`src/rtl/dmem_bus_bridge.sv`:
```
// dmem_bus_bridge: turns the single-cycle D-mem port into a valid/ready bus access with stall, timeout and fault reporting
module dmem_bus_bridge #(
   parameter int TIMEOUT_CYCLES = 255,
   parameter int CNT_W          = 8
) (
   input  logic        clk,
   input  logic        rst_n,
   input  logic        mem_read_m,
   input  logic        mem_write_m,
   input  logic        kill_m,
   input  logic [31:0] d_addr,
   input  logic [31:0] d_wdata,
   input  logic [3:0]  d_wstrb,
   output logic [31:0] d_rdata,
   output logic        stall_m,
   output logic        access_fault,
   output logic        bus_req_valid,
   input  logic        bus_req_ready,
   output logic [31:0] bus_addr,
   output logic        bus_we,
   output logic [31:0] bus_wdata,
   output logic [3:0]  bus_wstrb,
   input  logic        bus_resp_valid,
   input  logic [31:0] bus_rdata,
   input  logic        bus_err
);
   localparam logic [1:0] IDLE = 2'd0;
   localparam logic [1:0] REQ  = 2'd1;
   localparam logic [1:0] RESP = 2'd2;
   localparam logic [1:0] DONE = 2'd3;
   // counter value seen in the last REQ/RESP cycle allowed before forcing a fault
   localparam logic [CNT_W-1:0] LAST = CNT_W'(TIMEOUT_CYCLES > 0 ? TIMEOUT_CYCLES - 1 : 0);
   logic [1:0]       state;
   logic [CNT_W-1:0] cnt;
   logic [31:0]      addr_q, wdata_q, rdata_q;
   logic [3:0]       wstrb_q;
   logic             we_q, err_q;
   logic             op, expired;
   assign op      = (mem_read_m | mem_write_m) & ~kill_m;
   assign expired = (TIMEOUT_CYCLES != 0) && (cnt >= LAST);
   // access state machine; handshake and response take priority over a coincident timeout
   always_ff @(posedge clk) begin
      if (!rst_n) begin
         state   <= IDLE;
         cnt     <= '0;
         addr_q  <= '0;
         wdata_q <= '0;
         wstrb_q <= '0;
         we_q    <= 1'b0;
         rdata_q <= '0;
         err_q   <= 1'b0;
      end else begin
         case (state)
            IDLE: if (op) begin
               state   <= REQ;
               cnt     <= '0;
               addr_q  <= d_addr;
               wdata_q <= d_wdata;
               wstrb_q <= d_wstrb;
               we_q    <= mem_write_m;
            end
            REQ: begin
               cnt <= cnt + CNT_W'(1);
               if (bus_req_ready) state <= RESP;
               else if (expired) begin
                  state   <= DONE;
                  err_q   <= 1'b1;
                  rdata_q <= '0;
               end
            end
            RESP: begin
               cnt <= cnt + CNT_W'(1);
               if (bus_resp_valid) begin
                  state <= DONE;
                  err_q <= bus_err;
                  if (!we_q) rdata_q <= bus_rdata;
               end else if (expired) begin
                  state   <= DONE;
                  err_q   <= 1'b1;
                  rdata_q <= '0;
               end
            end
            default: state <= IDLE;
         endcase
      end
   end
   // outputs are decoded from registered state only, except the IDLE stall which must react to a new op at once
   always_comb begin
      stall_m       = (state == IDLE) ? op : (state != DONE);
      access_fault  = (state == DONE) & err_q;
      bus_req_valid = (state == REQ);
      bus_addr      = addr_q & ~32'h3;
      bus_we        = we_q;
      bus_wdata     = wdata_q;
      bus_wstrb     = we_q ? wstrb_q : 4'b0000;
      d_rdata       = rdata_q;
   end
endmodule

```
`config.mk`:
```
export PLATFORM = sky130hd
export DESIGN_NAME = dmem_bus_bridge
export DESIGN_NICKNAME = d
export VERILOG_FILES = /design/src/rtl/dmem_bus_bridge.sv
export SDC_FILE = /design/constraint.sdc
export NUM_CORES = 1
export LEC_CHECK = 0
export ABC_CLOCK_PERIOD_IN_PS = 2000
export CAP_MARGIN = 10
export CORE_MARGIN = 5
export CORE_UTILIZATION = 40
export CTS_CLUSTER_SIZE = 20
export DETAILED_ROUTE_END_ITERATION = 8
export GPL_TIMING_DRIVEN = 0
export PLACE_DENSITY = 0.81
export SYNTH_ARGS = -nofsm -noshare
export SYNTH_HDL_FRONTEND = slang
export SYNTH_SLANG_ARGS = --single-unit
```
`constraint.sdc`:
```
create_clock -name clk -period 2 [get_ports clk]
set_input_delay 0.4 -clock clk [delete_from_list [all_inputs] [get_ports clk]]
set_output_delay 0.4 -clock clk [all_outputs]
set_load 0.05 [all_outputs]
```
# Word-level counts from Yosys, hierarchy flattened

Cells that the tools add are included.

Register bits: 112
Bits in latches: 0
Memory bits (writable): 0
Bits in read-only memories: 0
Input bits: 108
Output and inout port bits: 104
Logic and storage cells: 47
Memories: 0

Add/sub/neg operators: 1
$mul: 0
Divide/modulo/power cells: 0
Magnitude comparators: 1
Equal/unequal tests: 7
Shift operators: 0
Multiplexer cells: 18
Bitwise operators: 4
Reductions and logical operators: 8

Operators by type and width:

| kind                  | count |
|---|---|
| $mux W32              | 4 |
| $pmux W32 S2          | 1 |
| $pmux W8 S2           | 1 |
| $add A8 B1 Y8 const B | 1 |
| $ge A8 B8 Y1 const B  | 1 |
| $mux W2               | 4 |
| $mux W8               | 1 |
| $ne A2 B2 Y1 const B  | 3 |
| $pmux W2 S3           | 1 |
| $reduce_and A2 Y1     | 3 |
| $eq A2 B2 Y1 const B  | 2 |
| $mux W1               | 4 |
| $mux W4               | 1 |
| $reduce_bool A2 Y1    | 2 |
| $ne A3 B3 Y1 const B  | 1 |
| $reduce_and A3 Y1     | 1 |
| $and A1 B1 Y1         | 2 |
| $eq A2 B1 Y1 const B  | 1 |
| $logic_not A2 Y1      | 1 |
| $pmux W1 S2           | 1 |
| $reduce_or A2 Y1      | 1 |
| $not A1 Y1            | 1 |
| $or A1 B1 Y1          | 1 |

# Depth between registers and ports, before layout

Gate-level depths: netlist of run 1.

Depth in word-level cells: 4
Mapped depth: 9

# Worst setup path after synthesis of run 1

OpenSTA, ideal clock, no wires.

Path type: register to output
Start point: register state[0]
End point: output port stall_m
Data arrival time: 2164 ps
Data required time: 1600 ps
Slack: -564 ps
Stages on the path, launching flop included: 6
Buffers on the path: 1
Cell sequence: dfxtp_1 inv_1 ha_1 buf_1 nand2_1 a21boi_0

Word-level cells in the longest chain between the ends: 2
Elaborated cells between the ends (all ways): 3

Ends and longest elaborated chain:

| element                                                 | line | source |
|---|---|---|
| from (decl)                                             | 33   | `logic [1:0] state;` |
| from (signal assigned)                                  | 44   | `state <= IDLE;` |
| from (signal assigned)                                  | 55   | `state <= REQ;` |
| from (signal assigned)                                  | 64   | `if (bus_req_ready) state <= RESP;` |
| $ne A2 B2 Y1 / $logic_not A2 Y1 (equally long branches) | 89   | `stall_m = (state == IDLE) ? op : (state != DONE);` |
| $mux W1 (*)                                             | 89   |  |
| to (decl)                                               | 15   | `output logic stall_m,` |

Mark *: on every way between the ends. The rest lies on a longest branch, timed or not.

# Worst setup path in the final report of run 1

Start point: input port kill_m
End point: output port stall_m

Word-level cells in the longest chain between the ends: 3

Ends and longest elaborated chain:

| element       | line | source |
|---|---|---|
| from (decl)   | 10   | `input logic kill_m,` |
| $not A1 Y1    | 39   | `assign op = (mem_read_m \| mem_write_m) & ~kill_m;` |
| $and A1 B1 Y1 | 39   |  |
| $mux W1       | 89   |  |

Every way passes these cells.

==> flow_metrics.env, run 1 <==
export IMPL_fin_crit_ns=1.96
export IMPL_slew_violations=0
export IMPL_grt_usage=0.187
export IMPL_hold_viol_final=0
export IMPL_drive_gt1_frac=0.102
export IMPL_clock_sinks=110
export IMPL_synth_main_ff_cell="dfxtp_1"
export IMPL_holdPathStages=2
export IMPL_worstSetupPathType="in2out"
export IMPL_diodes=0
export IMPL_cap_violations=0
export IMPL_r2r_setup_slack_ns=0.14
export IMPL_comb_power_share=0.337
export IMPL_avgSynthCellArea_sq_um=9.04
export IMPL_hold_start="bus_wdata[23]$_SDFFE_PN0P_"
export IMPL_worstHoldEndpoint="bus_wdata[23]$_SDFFE_PN0P_"
export IMPL_first_global_vias=3945
export IMPL_ant_nets=0
export IMPL_fmax_mhz=510
export IMPL_setup_violations_final=0
export IMPL_drt_iter0_markers=147
export IMPL_grt_overflow=0
export IMPL_synthToLayoutAreaGrowth_pct=62.9
export IMPL_synth_edf_count=0
export IMPL_nets=793
export IMPL_seqPwrFrac=0.426
export IMPL_swShare=0.362
export IMPL_cts_tree="yes"
export IMPL_ys_ff_latch=110
export IMPL_initial_core_util=0.404
export IMPL_worst_path_max_fanout=8
export IMPL_vdd_drop_max_uv=448
export IMPL_synth_top_area_cell="dfxtp_1"
export IMPL_fin_ws_ns=0.0406
export IMPL_htree_levels=3
export IMPL_die_area_sq_mm=0.0124
export IMPL_leakage_uw=0.00256
export IMPL_cts_buffers=9
export IMPL_rsz0062_at_grt="yes"
export IMPL_antenna_found_initial=0
export IMPL_crit_arrival_ns=1.56
export IMPL_clock_skew_ns=0.0114
export IMPL_tightestPinTransition_ns=0.556
export IMPL_via_count=3946
export IMPL_synth_top_cells_by_count="nand2_1, dfxtp_1, a21oi_1"
export IMPL_core_sq_mm=0.0101
export IMPL_die_x_um=111
export IMPL_yosys_cell_count_top_type="nand2_1"
export IMPL_grt_pass1_wl_um=19300
export IMPL_reg2regPathDepth=7
export IMPL_fillers=807
export IMPL_p_clk_frac=0.237
export IMPL_ctsHoldBuffers=0
export IMPL_synth_seq_area_share=0.538
export IMPL_port_buffers=207
export IMPL_netlist_area_sq_mm=0.00410
export IMPL_viasPerCell=4.82
export IMPL_cp_required_ns=1.60
export IMPL_drt_wl_total_um=12200
export IMPL_dp_final_hpwl_um=9440
export IMPL_io_pins=212
export IMPL_yosysTopAreaCellShare=0.538
export IMPL_post_place_ws_ns=-0.693
export IMPL_clk_path_buf_depth=2
export IMPL_grt_max_degree=20
export IMPL_powerDensity_mw_per_mm2=880
export IMPL_drc=0
export IMPL_status="complete, no violations"
export IMPL_whs_ns=0.459
export IMPL_clkTransAtPathRegs_ns=0.11
export IMPL_synth_cell_types=38
export IMPL_synthArstFlopShare=0
export IMPL_dr_pass1_iters=4
export IMPL_r2r_start="state[0]$_SDFFE_PN0P_"
export IMPL_worstSkewPairLatency_ns=0.36
export IMPL_hold_path_class="reg2reg"
export IMPL_wl_per_cell_um=14.9
export IMPL_fin_crit_sh=0.980
export IMPL_rows=37
export IMPL_yosysWarnings=0
export IMPL_die_h_um=111
export IMPL_synth_area_top_cells="dfxtp_1, nand2_1, a21oi_1"
export IMPL_relSlewSlack=0.629
export IMPL_critPathLaunchType="primary input"
export IMPL_p_sw_uw=2120
export IMPL_cp_end_kind="primary output"
export IMPL_cts_root_buf="clkbuf_8"
export IMPL_p_int_uw=3740
export IMPL_syn_inst=453
export IMPL_gp_congestion=0.777
export IMPL_r2r_end="d_rdata[30]$_SDFFE_PN0P_"
-- metal layers --
layer,track usage,vias up,part of all wire,wire (um)
met5,0,-,0,0
met4,0.0584,0,0.017,210
met3,0.0497,17,0.063,777
met2,0.335,122,0.51,6220
met1,0.217,1843,0.41,5030
li1,-,1964,-,-
-- layout by cell type (no fill, tap or decap), types with 7 or more instances in the layout --
| cell type | instances |
|---|---|
| a21oi_1 | 69 |
| clkbuf_8 | 10 |
| xnor2_1 | 7 |
| nand2_1 | 137 |
| clkbuf_1 | 11 |
| buf_4 | 10 |
| dfxtp_1 | 108 |
| a22o_1 | 30 |
| clkdlybuf4s50_1 | 194 |
| nor2_1 | 9 |
-- registers in the layout (all words and copies together) (netlist names) --
signal and count:
state 2, err_q 1, bus_wdata 32, bus_we 1, addr_q 30, wstrb_q 4
cnt 8, d_rdata 32
-- metrics by stage --
step	util	cells	cell area, sq um	TNS (ns)	power [uW]
finish	0.658	819	6670	0	5870
floorplan	-	454	4110	0	3720
global placement	0.626	797	6350	-11.50	4390
CTS	0.650	813	6590	-0.0291	5860
detailed placement	0.626	797	6350	-15.43	4440
global route	0.658	819	6670	-0.0127	6150
-- area by class of cell --
class	instances	area, sq um	area share
well taps	136	170	0.0255
plain buffers	33	214	0.0321
multi-input cells	302	1710	0.256
flip-flops and latches	110	2210	0.331
clock buffers	10	128	0.0191
clock inverters	6	76.3	0.0114
repair buffers	213	2130	0.319
inverters	9	33.8	0.00506
-- power by group through the flow --
stage	combinational (uW)	sequential, uW	clock, uW
floorplan	680	3040	0
global placement	1860	2530	0
detailed placement	1890	2550	0
CTS	1930	2500	1430
global route	2110	2530	1520
finish	1980	2500	1390
-- worst max-delay path, stage by stage --
cell and delay [ns]:
clkdlybuf4s50_1 0.39, o21bai_2 0.20, buf_6 0.15, nand2_4 0.06, a21boi_4 0.18, buf_6 0.18
-- how the worst max path moves through the flow --
stage                          start  endpoint  slack (ns)  cells past startpoint
6_report                      kill_m   stall_m        0.04                      6
5_1_grt        state[1]$_SDFFE_PN0P_   stall_m       -0.01                      6
4_1_cts        state[0]$_SDFFE_PN0P_   stall_m       -0.02                      6
2_1_floorplan  state[0]$_SDFFE_PN0P_   stall_m        0.09                      5
3_3_place_gp             mem_write_m   stall_m       -0.69                      6
3_5_place_dp             mem_write_m   stall_m       -0.69                      6
-- cells by family after synthesis --
family	after synthesis	share of synthesized area
simple gates	163	0.166
flops	110	0.538
other cells	1	0.000916
xor+xnor	7	0.0150
compound gates	123	0.204
buf+inv	42	0.0553
fa+ha+maj	7	0.0214
-- repair_timing --
action / CTS / global route
setup buffers: 0 / 6
endpoints found under the hold margin: 0 / 0
gates resized for setup: 35 / 17
pin swaps: 2 / 0
endpoints found under the setup margin: 32 / 24
Note: power is estimated with default switching activity, not from simulation.
==> inputs of run 2 (changes only) <==
==> config.mk (replaced) <==
export PLATFORM = sky130hd
export DESIGN_NAME = dmem_bus_bridge
export DESIGN_NICKNAME = d
export VERILOG_FILES = /design/src/rtl/dmem_bus_bridge.sv
export SDC_FILE = /design/constraint.sdc
export NUM_CORES = 1
export LEC_CHECK = 0
export ABC_CLOCK_PERIOD_IN_PS = 2300
export CAP_MARGIN = 10
export CORE_MARGIN = 5
export CORE_UTILIZATION = 43
export CTS_CLUSTER_SIZE = 20
export DETAILED_ROUTE_END_ITERATION = 8
export GPL_TIMING_DRIVEN = 0
export PLACE_DENSITY = 0.86
export SYNTH_ARGS = -nofsm -noshare
export SYNTH_HDL_FRONTEND = slang
export SYNTH_SLANG_ARGS = --single-unit
==> constraint.sdc (replaced) <==
create_clock -name clk -period 2.3 [get_ports clk]
set_input_delay 0.46 -clock clk [delete_from_list [all_inputs] [get_ports clk]]
set_output_delay 0.46 -clock clk [all_outputs]
set_load 0.05 [all_outputs]
==> flow_metrics.env, run 2 (synthesized netlist as in run 1, its figures left out) <==
export IMPL_hold_path_class="reg2reg"
export IMPL_grt_pass1_wl_um=18700
export IMPL_cp_end_kind="primary output"
export IMPL_via_count=3930
export IMPL_fin_ws_ns=0.104
export IMPL_wl_per_cell_um=15.0
export IMPL_die_area_sq_mm=0.0116
export IMPL_mostFrequentLayoutCells="clkdlybuf4s50_1, nand2_1, dfxtp_1"
export IMPL_swShare=0.366
export IMPL_worstSetupPathType="in2out"
export IMPL_diodes=0
export IMPL_die_h_um=108
export IMPL_drc=0
export IMPL_fin_util=0.701
export IMPL_antenna_found_initial=0
export IMPL_hold_viol_final=0
export IMPL_grt_usage=0.200
export IMPL_p_clk_frac=0.217
export IMPL_rows=35
export IMPL_htree_levels=3
export IMPL_fmax_mhz=455
export IMPL_ant_nets=0
export IMPL_critPathLaunchType="primary input"
export IMPL_initial_core_util=0.441
export IMPL_rsz0062_at_grt="no"
export IMPL_synthToLayoutAreaGrowth_pct=59.0
export IMPL_cap_violations=0
export IMPL_p_int_uw=3080
export IMPL_dp_cells=790
export IMPL_port_buffers=207
export IMPL_dr_pass1_iters=4
export IMPL_worstSkewPairLatency_ns=0.36
export IMPL_vdd_drop_max_uv=434
export IMPL_clk_path_buf_depth=2
export IMPL_io_pins=212
export IMPL_final_common_cell="clkdlybuf4s50_1"
export IMPL_comb_power_share=0.336
export IMPL_dp_final_hpwl_um=9590
export IMPL_cp_required_ns=1.84
export IMPL_gp_congestion=0.789
export IMPL_crit_chain="clkdlybuf4s50_1 > o21bai_1 > buf_4 > nand2_1 > a21boi_2 > buf_6"
export IMPL_status="complete, no violations"
export IMPL_postCtsSetupRepairBufs=0
export IMPL_relSlewSlack=0.631
export IMPL_p_total_uw=4860
export IMPL_cts_tree="yes"
export IMPL_grt_max_degree=19
export IMPL_cts_root_buf="clkbuf_8"
export IMPL_seqPwrFrac=0.447
export IMPL_drt_wl_total_um=12100
export IMPL_p_sw_uw=1780
export IMPL_fin_cells=805
export IMPL_crit_buf_inv=3
export IMPL_cts_buffers=9
export IMPL_tightestPinTransition_ns=0.552
export IMPL_drive_gt1_frac=0.0740
export IMPL_nets=787
export IMPL_slew_violations=0
export IMPL_powerDensity_mw_per_mm2=746
export IMPL_postPlaceCellArea_sq_mm=0.00633
export IMPL_clkTransAtPathRegs_ns=0.09
export IMPL_crit_family="buffers and inverters"
export IMPL_clock_skew_ns=0.0173
export IMPL_core_sq_mm=0.00928
export IMPL_max_stage_delay_ns=0.43
export IMPL_post_place_ws_ns=-0.507
export IMPL_fin_area_sq_mm=0.00651
export IMPL_clock_sinks=110
export IMPL_leakage_uw=0.00244
export IMPL_worst_path_max_fanout=10
export IMPL_first_global_vias=3811
export IMPL_fin_crit_ns=2.20
export IMPL_crit_path_top_delay_cell="clkdlybuf4s50_1"
export IMPL_crit_arrival_ns=1.74
export IMPL_viasPerCell=4.88
export IMPL_die_x_um=108
export IMPL_ctsHoldBuffers=0
export IMPL_fillers=748
export IMPL_fin_crit_sh=0.955
export IMPL_setup_violations_final=0
export IMPL_grt_overflow=0
export IMPL_drt_iter0_markers=147
## run 2: cell count changes in the layout (fill, tap and decap cells not counted), moves of 3 or more
| cell | delta |
|---|---|
| clkdlybuf4s50_1 | +5 |
| buf_2 | +3 |
| dlygate4sd2_1 | +5 |
| dlymetal6s2s_1 | -4 |
| clkdlybuf4s15_2 | -5 |
| buf_4 | -5 |
## run 2: path summary, 6_finish.rpt
check / slack, ns / startpoint / depth (start not counted) / to
worst max-delay path: 0.10 / mem_write_m / 6 / stall_m
worst min-delay path: 0.45 / wstrb_q[1]$_SDFFE_PN0P_ / 2 / wstrb_q[1]$_SDFFE_PN0P_
worst max register to register: 0.36 / state[0]$_SDFFE_PN0P_ / 7 / d_rdata[11]$_SDFFE_PN0P_
worst min register to register: 0.45 / wstrb_q[1]$_SDFFE_PN0P_ / 2 / wstrb_q[1]$_SDFFE_PN0P_
## run 2: layout make-up
| cell class | count | area (sq um) | share of cell area |
|---|---|---|---|
| plain buffers | 33 | 194 | 0.0298 |
| well taps | 129 | 161 | 0.0248 |
| multi-input cells | 302 | 1670 | 0.257 |
| flip-flops and latches | 110 | 2210 | 0.339 |
| inverters | 9 | 33.8 | 0.00519 |
| clock inverters | 5 | 43.8 | 0.00673 |
| repair buffers | 207 | 2070 | 0.318 |
| clock buffers | 10 | 128 | 0.0196 |
## run 2: layer usage
| layer | vias to the layer above | GRT usage | wire, um |
|---|---|---|---|
| li1 | 1951 | - | - |
| met2 | 139 | 0.357 | 6160 |
| met3 | 23 | 0.0600 | 893 |
| met5 | - | 0 | 0 |
| met1 | 1817 | 0.229 | 4770 |
| met4 | 0 | 0.0622 | 245 |
## run 2: repair_timing
item                                    in CTS  in global routing
endpoints found under the setup margin       7                  2
endpoints found under the hold margin        0                  0
cloned                                       0                  0
gates resized for setup                     15                  4
## run 2: tightest hold or removal path, cell delays in order, from the launching register on
cell     delay [ns]
dfxtp_1        0.32
nand2_1        0.05
a21oi_1        0.05
## run 2: stage by stage
stage,TNS [ns],hold WS [ns]
4_1_cts,0,0.457
6_report,0,0.454
5_1_grt,0,0.474
2_1_floorplan,0,0.432
3_3_place_gp,-0.501,0.438
3_5_place_dp,-0.528,0.444
## run 2: power by group through the flow
stage / combinational [uW] / clock (uW) / sequential, uW
3_5_place_dp: 1640 / 0 / 2210
6_report: 1630 / 1050 / 2170
2_1_floorplan: 585 / 0 / 2640
5_1_grt: 1750 / 1170 / 2190
3_3_place_gp: 1600 / 0 / 2200
4_1_cts: 1640 / 1080 / 2170
